## src/rtl/riscv_pkg.sv

```systemverilog
// Shared RISC-V front-end definitions.
// Holds the datapath width, the canonical NOP, the opcode constants used by
// decode, and the fetch FSM state type.
package riscv_pkg;

    localparam int unsigned XLEN = 32;

    // addi x0, x0, 0
    localparam logic [31:0] NOP_INSTR = 32'h0000_0013;

    localparam logic [6:0] OPC_LOAD   = 7'd3;
    localparam logic [6:0] OPC_OP_IMM = 7'd19;
    localparam logic [6:0] OPC_STORE  = 7'd35;
    localparam logic [6:0] OPC_OP     = 7'd51;
    localparam logic [6:0] OPC_BRANCH = 7'd99;

    typedef enum logic [1:0] {
        StFetch,
        StWait,
        StHold,
        StDrain
    } fetch_state_t;

endpackage

```

## src/rtl/if_id_reg.sv

```systemverilog
// IF/ID pipeline register.
// Ports:
//   clk_i, rst_i      clock, asynchronous active-high reset
//   flush_i           write a bubble regardless of stall
//   stall_i           hold current contents
//   load_i            capture pc_i/instr_i as a valid instruction
//   pc_i, instr_i     incoming instruction and its PC
//   valid_o, pc_o, instr_o  registered IF/ID contents (instr_o = NOP when invalid)
// Priority: flush > load > stall (hold) > bubble.
module if_id_reg
    import riscv_pkg::*;
#(
    parameter int unsigned Xlen = XLEN
) (
    input  logic            clk_i,
    input  logic            rst_i,
    input  logic            flush_i,
    input  logic            stall_i,
    input  logic            load_i,
    input  logic [Xlen-1:0] pc_i,
    input  logic [31:0]     instr_i,
    output logic            valid_o,
    output logic [Xlen-1:0] pc_o,
    output logic [31:0]     instr_o
);

    logic            valid_q;
    logic [Xlen-1:0] pc_q;
    logic [31:0]     instr_q;

    always_ff @(posedge clk_i or posedge rst_i) begin
        if (rst_i) begin
            valid_q <= 1'b0;
            pc_q    <= '0;
            instr_q <= NOP_INSTR;
        end else if (flush_i) begin
            valid_q <= 1'b0;
            instr_q <= NOP_INSTR;
        end else if (load_i) begin
            valid_q <= 1'b1;
            pc_q    <= pc_i;
            instr_q <= instr_i;
        end else if (!stall_i) begin
            valid_q <= 1'b0;
            instr_q <= NOP_INSTR;
        end
    end

    assign valid_o = valid_q;
    assign pc_o    = pc_q;
    assign instr_o = instr_q;

endmodule

```

## src/rtl/fetch_unit.sv

```systemverilog
// Instruction-fetch stage: owns the PC, issues one request at a time to
// instruction memory and feeds the IF/ID register that drives decode.
// Ports:
//   clk_i, rst_i                clock, asynchronous active-high reset
//   imem_req_o, imem_addr_o     registered request strobe and fetch address (= PC)
//   imem_rvalid_i, imem_rdata_i memory response
//   stall_i                     decode cannot accept; IF/ID holds
//   branch_taken_i, branch_target_i  redirect + flush (wins over stall)
//   if_id_valid_o, if_id_pc_o, if_id_instr_o  IF/ID contents
//   opcode_o                    if_id_instr_o[6:0]
module fetch_unit
    import riscv_pkg::*;
#(
    parameter int unsigned     Xlen    = XLEN,
    parameter logic [Xlen-1:0] ResetPc = '0
) (
    input  logic            clk_i,
    input  logic            rst_i,
    output logic            imem_req_o,
    output logic [Xlen-1:0] imem_addr_o,
    input  logic            imem_rvalid_i,
    input  logic [31:0]     imem_rdata_i,
    input  logic            stall_i,
    input  logic            branch_taken_i,
    input  logic [Xlen-1:0] branch_target_i,
    output logic            if_id_valid_o,
    output logic [Xlen-1:0] if_id_pc_o,
    output logic [31:0]     if_id_instr_o,
    output logic [6:0]      opcode_o
);

    fetch_state_t    state_q, state_d;
    logic [Xlen-1:0] pc_q, pc_d;
    logic            req_q, req_d;
    logic [Xlen-1:0] skid_pc_q, skid_pc_d;
    logic [31:0]     skid_instr_q, skid_instr_d;

    logic            ifid_load;
    logic [Xlen-1:0] ifid_pc;
    logic [31:0]     ifid_instr;
    logic [Xlen-1:0] target;
    logic            accept;

    assign target = branch_target_i & ~Xlen'(3);
    // IF/ID can take a new word if decode is moving or it only holds a bubble.
    assign accept = !stall_i || !if_id_valid_o;

    // req_q is the registered request strobe: it is set on the edge that enters
    // FETCH, so the FETCH cycle with req_q=1 is the request cycle. FETCH with
    // req_q=0 only occurs right after reset or after a redirect taken before
    // the request went out.
    always_comb begin
        state_d      = state_q;
        pc_d         = pc_q;
        req_d        = 1'b0;
        skid_pc_d    = skid_pc_q;
        skid_instr_d = skid_instr_q;
        ifid_load    = 1'b0;
        ifid_pc      = pc_q;
        ifid_instr   = imem_rdata_i;

        case (state_q)
            StFetch: begin
                if (branch_taken_i) begin
                    pc_d = target;
                    // A request already on the bus must have its response dropped.
                    if (req_q) state_d = StDrain;
                    else       req_d   = 1'b1;
                end else if (req_q) begin
                    state_d = StWait;
                end else begin
                    req_d = 1'b1;
                end
            end
            StWait: begin
                if (branch_taken_i) begin
                    pc_d = target;
                    if (imem_rvalid_i) begin
                        state_d = StFetch;
                        req_d   = 1'b1;
                    end else begin
                        state_d = StDrain;
                    end
                end else if (imem_rvalid_i) begin
                    pc_d = pc_q + Xlen'(4);
                    if (accept) begin
                        ifid_load = 1'b1;
                        state_d   = StFetch;
                        req_d     = 1'b1;
                    end else begin
                        skid_pc_d    = pc_q;
                        skid_instr_d = imem_rdata_i;
                        state_d      = StHold;
                    end
                end
            end
            StHold: begin
                if (branch_taken_i) begin
                    pc_d    = target;
                    state_d = StFetch;
                    req_d   = 1'b1;
                end else if (!stall_i) begin
                    ifid_load  = 1'b1;
                    ifid_pc    = skid_pc_q;
                    ifid_instr = skid_instr_q;
                    state_d    = StFetch;
                    req_d      = 1'b1;
                end
            end
            StDrain: begin
                if (branch_taken_i) pc_d = target;
                // If the stale response lands together with another redirect it
                // is still the one being drained, so leave DRAIN to avoid waiting
                // for a response that will never come.
                if (imem_rvalid_i) begin
                    state_d = StFetch;
                    req_d   = 1'b1;
                end
            end
            default: state_d = StFetch;
        endcase
    end

    always_ff @(posedge clk_i or posedge rst_i) begin
        if (rst_i) begin
            state_q      <= StFetch;
            pc_q         <= ResetPc;
            req_q        <= 1'b0;
            skid_pc_q    <= '0;
            skid_instr_q <= NOP_INSTR;
        end else begin
            state_q      <= state_d;
            pc_q         <= pc_d;
            req_q        <= req_d;
            skid_pc_q    <= skid_pc_d;
            skid_instr_q <= skid_instr_d;
        end
    end

    if_id_reg #(
        .Xlen (Xlen)
    ) u_if_id_reg (
        .clk_i   (clk_i),
        .rst_i   (rst_i),
        .flush_i (branch_taken_i),
        .stall_i (stall_i),
        .load_i  (ifid_load),
        .pc_i    (ifid_pc),
        .instr_i (ifid_instr),
        .valid_o (if_id_valid_o),
        .pc_o    (if_id_pc_o),
        .instr_o (if_id_instr_o)
    );

    assign imem_req_o  = req_q;
    assign imem_addr_o = pc_q;
    assign opcode_o    = if_id_instr_o[6:0];

endmodule

```

## config.mk

```make
export PLATFORM = sky130hd
export DESIGN_NAME = fetch_unit
export DESIGN_NICKNAME = d
export VERILOG_FILES = /design/src/rtl/riscv_pkg.sv /design/src/rtl/if_id_reg.sv /design/src/rtl/fetch_unit.sv
export SDC_FILE = /design/constraint.sdc
export NUM_CORES = 1
export LEC_CHECK = 0
export BUFFER_PORTS_ARGS = -buffer_cell sky130_fd_sc_hd__buf_4
export CORE_MARGIN = 2
export CORE_UTILIZATION = 49
export CTS_CLUSTER_DIAMETER = 100
export CTS_CLUSTER_SIZE = 25
export DETAILED_ROUTE_END_ITERATION = 16
export GPL_TIMING_DRIVEN = 0
export PLACE_DENSITY = 0.76
export SYNTH_ARGS = -nofsm -noshare
export SYNTH_HDL_FRONTEND = slang
export SYNTH_SLANG_ARGS = --single-unit
```

## constraint.sdc

```tcl
create_clock -name clk_i -period 4.25 [get_ports clk_i]
set_input_delay 0.2125 -clock clk_i [delete_from_list [all_inputs] [get_ports clk_i]]
set_output_delay 0.2125 -clock clk_i [all_outputs]
set_load 0.01 [all_outputs]
```

==> results of run 1 <==
## synth_stat cells (4+ instances only)
library cell | count | area, µm²
a21oi_1 | 8 | 40.0
a31oi_1 | 9 | 56.3
and3_1 | 4 | 25.0
and4_1 | 6 | 52.6
buf_2 | 21 | 105
buf_4 | 14 | 105
buf_6 | 4 | 45.0
clkbuf_1 | 10 | 37.5
dfrtp_1 | 152 | 3800
dfstp_2 | 6 | 158
ha_1 | 6 | 75.1
inv_1 | 9 | 33.8
mux2_1 | 23 | 259
mux2_2 | 100 | 1130
mux2i_1 | 68 | 681
nand2_1 | 57 | 214
nand3_1 | 12 | 60.1
nand4_1 | 9 | 56.3
nor2_1 | 18 | 67.6
o21ai_0 | 16 | 80.1
o31ai_1 | 9 | 67.6
or4_1 | 9 | 67.6
xor2_1 | 6 | 52.6
## worst max-delay path: cells and delay by family, from the launching register on
kind / cells / cell delay [ps]
buffers and inverters: 2 / 500
flip-flops: 1 / 400
multiplexers: 1 / 380
adder cells (fa/ha/maj): 1 / 290
AND/OR/NAND/NOR: 2 / 770
## stage by stage
stage / utilization / setup WS [ps] / power [µW] / area (µm²) / instances
after global routing: 0.652 / 1680 / 5940 / 9990 / 1047
after CTS: 0.652 / 1820 / 5700 / 9990 / 1047
after global placement: 0.604 / 1100 / 3910 / 9260 / 1009
final: 0.652 / 1790 / 5660 / 9990 / 1047
after detailed placement: 0.608 / 1830 / 4020 / 9320 / 1012
after floorplan: - / 2040 / 3290 / 7740 / 631
## registers in the layout (all words and copies together), names as in the netlist
signal / count
imem_addr_o: 30
imem_req_o: 1
skid_instr_q: 32
skid_pc_q: 30
state_q: 2
u_if_id_reg.instr_o: 32
u_if_id_reg.pc_o: 30
u_if_id_reg.valid_o: 1
## power by group through the flow
stage | clock network [µW] | logic [µW] | registers, µW
floorplan | 0 | 923 | 2370
global placement | 0 | 1610 | 2310
detailed placement | 0 | 1680 | 2350
CTS | 1690 | 1680 | 2320
global route | 1760 | 1800 | 2390
finish | 1670 | 1660 | 2320
## layout make-up
| cell class | instances | area [µm²] | area share |
|---|---|---|---|
| Buffer | 50 | 308 | 0.0308 |
| Clock buffer | 25 | 485 | 0.0486 |
| Clock inverter | 7 | 160 | 0.0160 |
| Inverter | 9 | 37.5 | 0.00376 |
| Multi-Input combinational cell | 414 | 3430 | 0.343 |
| Sequential cell | 158 | 3960 | 0.396 |
| Tap cell | 211 | 264 | 0.0264 |
| Timing Repair Buffer | 173 | 1340 | 0.135 |
## logic make-up after synthesis
kind of cell             count (synthesis)
multiplexers                           191
adder cells (fa/ha/maj)                  6
buffers and inverters                   59
AO/OA/AOI/OAI                           58
flip-flops                             158
XOR/XNOR                                 9
AND/OR/NAND/NOR                        146
other                                    1
## routing by layer
metal	global-route usage	vias to the layer above
met5	0	-
met1	0.297	2921
met4	0.0942	0
met3	0.0405	32
met2	0.394	190
li1	-	2635
## final timing paths
| kind | endpoint | slack [ps] | cells after the start |
|---|---|---|---|
| max | skid_pc_q[30] | 1790 | 6 |
| min | imem_addr_o[4] | 10 | 3 |
| max reg2reg | skid_pc_q[30] | 1790 | 6 |
| min reg2reg | u_if_id_reg.pc_o[27] | 490 | 1 |
| max in group asynchronous | skid_instr_q[27] | 2790 | 5 |
| min in group asynchronous | skid_pc_q[12] | 520 | 3 |
==> key figures, run 1 <==
Power
  • Net switching power: roughly 1600 µW
  • Cell-internal power: 4030 µW
  • LEAKAGE: 0.00512 µW
  • Comb pwr share: 0.294
  • Net Sw Frac: 0.287
  • Flop pwr share: 0.411
  • VDD IR max: approximately 0.35 mV
  • Pwr Density: 566 nW/µm²
  • Clock share of power: 0.295

Worst setup path
  • Crit path cell chain: inv_1, ha_1, nand2_1, nor2_2, buf_2, mux2_2
  • CP Capture Type: flip-flop
  • Classification of the worst setup path: reg2reg
  • Max FO, Critical Path: 10
  • Startpoint class of the critical path: flip-flop
  • Worst path arrival time: between 2000 and 3000 ps
  • Reg2reg start: state_q[1]
  • Slowest CP cell: nor2_2
  • Crit. Startpoint: state_q[1]
  • CP required: around 4600 ps
  • Max incr delay on CP: between 500 and 600 ps

Timing
  • Crit path time final: 2460 ps
  • Min Hold Slack: approximately 14 ps
  • Final Cycle Share: 0.578
  • Setup-failing EPs final: 0
  • Least-Margin Pin Slew: just over 800 ps
  • RSZ-0062 raised after global routing: no
  • Total Neg Setup Slack: 0 ps
  • Max Freq: approximately 410 MHz
  • Slew headroom: 0.445
  • Clock Skews: a little over 9 ps
  • Endpoints failing hold: 0
  • Max Slew Vio Count: 0

GRT
  • First-pass GRT wire length: 30100 µm
  • Largest net degree at the start of global routing: 44
  • Gr usage total: 0.232
  • Gr ovfl total: 0
  • Vias in the first global route: between 5k and 6k
  • Initial antenna violation count: 0

Placed design
  • Port Buf Inserts: about 170
  • Routability Congestion: slightly above 0.8
  • Post-DP HPWL: between 10000 and 15000 µm

Synthesis
  • YS warnings: 0
  • Number of synthesized flops with an enable pin: 0
  • Post-synthesis mux area share: 0.267
  • Synth Area per Inst: approximately 12 µm²
  • Synth Area in XOR/XNOR: 0.0102
  • Largest family of logic cells by synthesized area: multiplexers
  • Simple-Gate Fraction of Synth Area: 0.106
  • Synth unique cells: between 50 and 60
  • Synth Area in Compound Gates: 0.0488
  • Synthesized area: around 7700 µm²
  • Sequential area share after synthesis: 0.513
  • Post-synthesis adder-cell area fraction: 0.00972
  • FF+latch count, synth: ~160
  • Post-synth ARST share: 1.00
  • Top FF cell, synth: dfrtp_1
  • Cells after Synth: 628

Clocking
  • Max Buffers Root-to-Sink: 2
  • CTS tree: built
  • Worst skew pair latency: between 400 and 500 ps
  • Postcts setup bufs: 0
  • Clock buffer count from CTS: 17
  • Hold Buf Count CTS: 3
  • CTS sink count: ~160
  • Reg clk slew, reported paths: 60 ps
  • CTS Root Cell: clkbuf_16
  • Post-CTS resize count: 0
  • H-Tree Depth: 4

Job
  • Max cap viols: 0

Routing
  • Met1 WL: 7990 µm
  • Final wirelength: 18900 µm
  • Top sig layer: met4
  • Drt pass-1 iters: 4
  • DR WL met3: approximately 1100 µm
  • Routed len/inst: between 15 and 20 µm
  • Routed wl met2: 9420 µm
  • Via density per instance: 5.52
  • Number of DRC markers in iteration 0: around 360
  • # DRC: 0
  • Post-route ant nets: 0
  • Vias: slightly below 6k

Die
  • Initial cell density of the core: 0.504
  • Ports: 174
  • Die width: between 100 and 150 µm
  • Die Footprint: 16800 µm²
  • FP Rows: between 40 and 50
  • Core Area: about 15000 µm²
  • Chip height: 130 µm

Cells and area
  • Diodes inserted: 0
  • Fin nets: 898
  • Most common cell after layout, fill and taps aside: buf_4
  • Ratio of cells with drive above 1 in the final layout: 0.431
  • Fillcell total: between 1k and 1.5k
  • Layout area overhead: 29.4%
  • Most frequent cells in the layout: buf_4, dfrtp_1, mux2_2

Hold path
  • Worst Hold Class: in2reg
  • Min-delay src: branch_target_i[4]

Run status
  • Outcome: finished, final reports clean
Note: power is estimated with default switching activity, not from simulation.
==> inputs of run 2 (changes only) <==
- ABC_AREA: default -> 1
- clock period: 4.25 -> 2.2 ns (I/O delays scaled with it)
==> key figures, run 2 <==
GRT
  • First-pass GRT wire length: approximately 35000 µm
  • Largest net degree at the start of global routing: just over 40
  • Grt met2 use: 0.441
  • Gr usage total: 0.268
  • Initial antenna violation count: 0
  • GR Util met3: 0.0472
  • Top Usage Layer GRT: met2
  • GR Util met1: 0.361
  • Gr ovfl total: 0
  • Vias in the first global route: slightly above 7k

Synthesis
  • Area leader, netlist: dfrtp_1
  • Synthesized area: 7870 µm²
  • Top FF cell, synth: dfrtp_1
  • Number of synthesized flops with an enable pin: 0
  • Sequential area share after synthesis: 0.503
  • Most frequent cell after synthesis: nand2_1
  • Top cells by count, synth: nand2_1, dfrtp_1, o21ai_0, inv_1, o21ai_1
  • FF+latch count, synth: 158
  • Cells after Synth: approximately 1k
  • Top cell type's share of synthesized area: 0.483
  • Area contributors post-synth: dfrtp_1, nand2_1, o21ai_0, o21ai_1, nand3_1
  • Post-synth ARST share: 1.00
  • YS warnings: 0
  • Synth unique cells: 34
  • Synth Area per Inst: 7.84 µm²

Cells and area
  • Layout area overhead: 36.1%
  • Ratio of cells with drive above 1 in the final layout: 0.228
  • Diodes inserted: 0
  • Post-route cell area: around 11000 µm²
  • Layout Cells excl Fill: approximately 1.5k
  • Most common cell after layout, fill and taps aside: nand2_1
  • Most frequent cells in the layout: nand2_1, buf_4, dfrtp_1
  • Fin nets: around 1.3k

Worst setup path
  • Crit path cell chain: inv_1, ha_1, nand2_1, buf_2, buf_2, o21ai_0, o21ai_1
  • CP Capture Type: flip-flop
  • Max incr delay on CP: roughly 400 ps
  • WP depth: 7
  • Worst Path Buf+Inv: 3
  • Worst path arrival time: between 2000 and 2500 ps
  • FF-to-FF path depth: 7
  • CP required: approximately 2500 ps
  • Max FO, Critical Path: 10
  • Slowest CP cell: dfrtp_1
  • CP delay by family, top: buffers and inverters
  • Classification of the worst setup path: reg2reg
  • Startpoint class of the critical path: flip-flop
  • Crit-path most repeated cell: buf_2

Clocking
  • Postcts setup bufs: 0
  • Worst skew pair latency: 430 ps
  • H-Tree Depth: 4
  • CTS sink count: roughly 160
  • CTS Root Cell: clkbuf_16
  • CTS tree: built
  • Max Buffers Root-to-Sink: 2
  • Post-CTS resize count: 0
  • Clock buffer count from CTS: 17
  • Hold Buf Count CTS: 60
  • Reg clk slew, reported paths: 70 ps

Die
  • Initial cell density of the core: 0.499
  • Die Footprint: 17100 µm²
  • Chip height: approximately 130 µm
  • Die width: around 130 µm
  • Ports: about 170
  • Core Area: approximately 16000 µm²
  • FP Rows: between 40 and 50

Timing
  • Crit path time final: 2000 ps
  • Least-Margin Pin Slew: 607 ps
  • Max Freq: roughly 500 MHz
  • Setup-failing EPs final: 0
  • Final setup margin: ~200 ps
  • Endpoints failing hold: 0
  • Total Neg Setup Slack: 0 ps
  • Slew headroom: 0.595
  • Final Cycle Share: 0.911
  • RSZ-0062 raised after global routing: no
  • Max Slew Vio Count: 0
  • Clock Skews: about 12 ps

Placed design
  • Post-DP HPWL: approximately 16000 µm
  • Area after DPL: 9480 µm²
  • Placed cell count: around 1.4k
  • DP Worst Slack: between 200 and 250 ps
  • Port Buf Inserts: ~170
  • Routability Congestion: 0.874

Hold path
  • WHS Path Cells: 3
  • Worst Hold Class: in2reg

Routing
  • # DRC: 0
  • Number of DRC markers in iteration 0: ~450
  • Drt pass-1 iters: 6
  • Final wirelength: 22400 µm
  • Via density per instance: 5.14
  • Routed len/inst: around 15 µm
  • Vias: 7626
  • Post-route ant nets: 0

Power
  • LEAKAGE: ~0.0055 µW
  • Pwr Density: 1040 nW/µm²
  • Power, Total: 11100 µW
  • VDD IR max: roughly 0.63 mV

Job
  • Max cap viols: 0

Run status
  • Outcome: finished, final reports clean
run 2: metrics by stage:
| stage | util | hold WS, ps |
|---|---|---|
| final | 0.679 | 4.87 |
| after global routing | 0.679 | 22.5 |
| after CTS | 0.679 | 0.238 |
| after detailed placement | 0.601 | 210 |
| after global placement | 0.596 | 360 |
| after floorplan | - | 261 |
run 2: layout make-up:
class | count | area (µm²)
sequential | 158 | 3960
timing repair buffer | 230 | 1930
clock inverter | 10 | 163
multi-input combinational | 684 | 3180
tap | 216 | 270
fill | 1320 | 5060
clock buffer | 22 | 464
inverter | 102 | 389
buffer | 63 | 350
run 2: metal layers:
metal  up-vias  share of wire
met1      3551           0.44
met2       292           0.48
met5         -              0
met4         0          0.020
met3        40          0.066
li1       3743              -
run 2: cells by family (layout without fill, tap and decap cells):
logic type               after synthesis  count (layout)  share of synthesized area
AND/OR/NAND/NOR                      438             438                      0.236
AO/OA/AOI/OAI                        232             232                      0.151
buffers and inverters                165             427                     0.0935
flip-flops                           158             158                      0.503
adder cells (fa/ha/maj)                6               6                    0.00954
multiplexers                           4               4                    0.00572
other                                  1               4                   0.000476
run 2: worst paths after layout:
path	startpoint	to	slack, ps
worst max-delay path	state_q[0]	u_if_id_reg.pc_o[11]	200
worst min-delay path	imem_rdata_i[2]	skid_instr_q[2]	5
worst max register to register	state_q[0]	u_if_id_reg.pc_o[11]	200
worst min register to register	skid_pc_q[21]	skid_pc_q[21]	480
max in group asynchronous	rst_i	imem_addr_o[27]	840
min in group asynchronous	rst_i	u_if_id_reg.instr_o[23]	320
run 2: power breakdown:
| part | internal [µW] | switching (µW) |
|---|---|---|
| logic | 1560 | 2030 |
| registers | 3790 | 609 |
| clock network | 1960 | 1160 |
run 2: worst register-to-register path, cell delays in order (launching register included):
cell and delay [ps]:
dfrtp_1 410, inv_1 120, ha_1 320, nand2_1 210
buf_2 240, buf_2 200, o21ai_0 270, o21ai_1 110
==> inputs of run 3 (changes only) <==
- PLACE_DENSITY: 0.76 -> 0.84
==> key figures, run 3 (synthesized netlist as in run 2, its figures left out) <==
Hold path
  • Worst Hold Class: in2reg

Timing
  • Endpoints failing hold: 0
  • Crit path time final: just under 2000 ps
  • Least-Margin Pin Slew: just over 900 ps
  • RSZ-0062 raised after global routing: no
  • Max Freq: 512 MHz
  • Max Slew Vio Count: 0
  • Clock Skews: 7.96 ps
  • Setup-failing EPs final: 0
  • Slew headroom: 0.394
  • Min Hold Slack: between 10 and 15 ps
  • Final Cycle Share: 0.888
  • Final setup margin: roughly 250 ps

Clocking
  • H-Tree Depth: 4
  • Post-CTS resize count: 0
  • Max Buffers Root-to-Sink: 2
  • CTS Root Cell: clkbuf_16
  • CTS sink count: around 160
  • Worst skew pair latency: roughly 430 ps
  • Clock buffer count from CTS: 17
  • CTS tree: built
  • Reg clk slew, reported paths: 60 ps

Cells and area
  • Most frequent cells in the layout: nand2_1, buf_4, dfrtp_1
  • Fin nets: around 1.3k
  • Layout area overhead: 35.4%
  • Layout Cells excl Fill: 1482
  • Most common cell after layout, fill and taps aside: nand2_1
  • Diodes inserted: 0
  • Ratio of cells with drive above 1 in the final layout: 0.227

Worst setup path
  • Crit-path most repeated cell: buf_2
  • Slowest CP cell: dfrtp_1
  • Classification of the worst setup path: reg2reg
  • Startpoint class of the critical path: flip-flop
  • Worst path arrival time: between 2000 and 2500 ps
  • Crit path cell chain: inv_1, ha_1, nand2_1, buf_2, buf_2, o21ai_0, o21ai_1
  • Max incr delay on CP: slightly above 400 ps
  • CP Capture Type: flip-flop
  • Max FO, Critical Path: 10
  • CP required: between 2000 and 3000 ps

Routing
  • Met1 WL: 9790 µm
  • Top sig layer: met4
  • DR WL met3: 1460 µm
  • Post-route ant nets: 0
  • Drt pass-1 iters: 5
  • # DRC: 0
  • Vias: about 7.8k
  • Via density per instance: roughly 5.2
  • Routed len/inst: 15.6 µm
  • Routed wl met2: 11000 µm
  • Final wirelength: around 23000 µm
  • Number of DRC markers in iteration 0: slightly above 600

Power
  • Pwr Density: between 1000 and 1500 nW/µm²
  • LEAKAGE: approximately 0.0054 µW
  • VDD IR max: around 0.74 mV

GRT
  • Initial antenna violation count: 0
  • Largest net degree at the start of global routing: between 40 and 50
  • Gr usage total: 0.279
  • First-pass GRT wire length: 36800 µm
  • Vias in the first global route: 7430
  • Gr ovfl total: 0

Die
  • Ports: between 150 and 200
  • Die width: 131 µm
  • Initial cell density of the core: 0.499
  • Chip height: between 100 and 150 µm
  • Core Area: around 16000 µm²
  • FP Rows: 46
  • Die Footprint: around 17000 µm²

Placed design
  • Placed cell count: between 1k and 1.5k
  • Post-DP HPWL: 16500 µm
  • DP Worst Slack: between 200 and 300 ps
  • Routability Congestion: between 0.9 and 1
  • Port Buf Inserts: 166

Run status
  • Outcome: finished, final reports clean

Job
  • Max cap viols: 0
run 3: final cells by class:
cell class,instances,area (µm²)
Clock buffer,22,454
Multi-Input combinational cell,684,3180
Tap cell,216,270
Buffer,63,350
Inverter,102,389
Clock inverter,10,161
Fill cell,1311,5110
Timing Repair Buffer,227,1890
Sequential cell,158,3960
run 3: through the flow:
| step | power (µW) | cell area [µm²] | setup TNS [ps] | util |
|---|---|---|---|---|
| 2_1_floorplan | 6370 | 7890 | 0 | - |
| 3_3_place_gp | 7800 | 9400 | -123320 | 0.596 |
| 4_1_cts | 11100 | 10700 | 0 | 0.676 |
| 5_1_grt | 11800 | 10700 | 0 | 0.676 |
| 6_report | 11100 | 10700 | 0 | 0.676 |
| 3_5_place_dp | 7940 | 9460 | 0 | 0.600 |
run 3: what timing repair did:
action / 4_1_cts / 5_1_grt
buffers inserted: 0 / 0
endpoints found under the setup margin: 0 / 0
hold buffers: 58 / 0
hold endpoints to repair: 94 / 0
run 3: routing by layer:
| layer | vias up | track usage |
|---|---|---|
| met3 | 68 | 0.0558 |
| met4 | 0 | 0.125 |
| met1 | 3629 | 0.359 |
| met2 | 317 | 0.461 |
| li1 | 3744 | - |
| met5 | - | 0 |
run 3: power by group:
part / internal (µW) / switching [µW] / total, µW
clock network: 1930 / 1160 / 3090
logic: 1560 / 2070 / 3630
registers: 3790 / 606 / 4400
total: 7280 / 3840 / 11100
run 3: final timing paths:
path,startpoint,cells after the start,slack (ps),end
worst min register to register,skid_pc_q[12],2,480,skid_pc_q[12]
min in group asynchronous,rst_i,3,450,u_if_id_reg.instr_o[29]
worst max-delay path,state_q[0],7,250,u_if_id_reg.pc_o[6]
worst min-delay path,branch_target_i[26],5,10,imem_addr_o[26]
worst max register to register,state_q[0],7,250,u_if_id_reg.pc_o[6]
max in group asynchronous,rst_i,5,790,skid_pc_q[20]
run 3: worst max-delay path: cells and delay by family (launching register included):
family	cells	cell delay [ps]
DFF	1	410
buffers and inverters	3	560
adders and majority gates	1	340
and+or+nand+nor	1	210
AOI/OAI and AO/OA	2	310
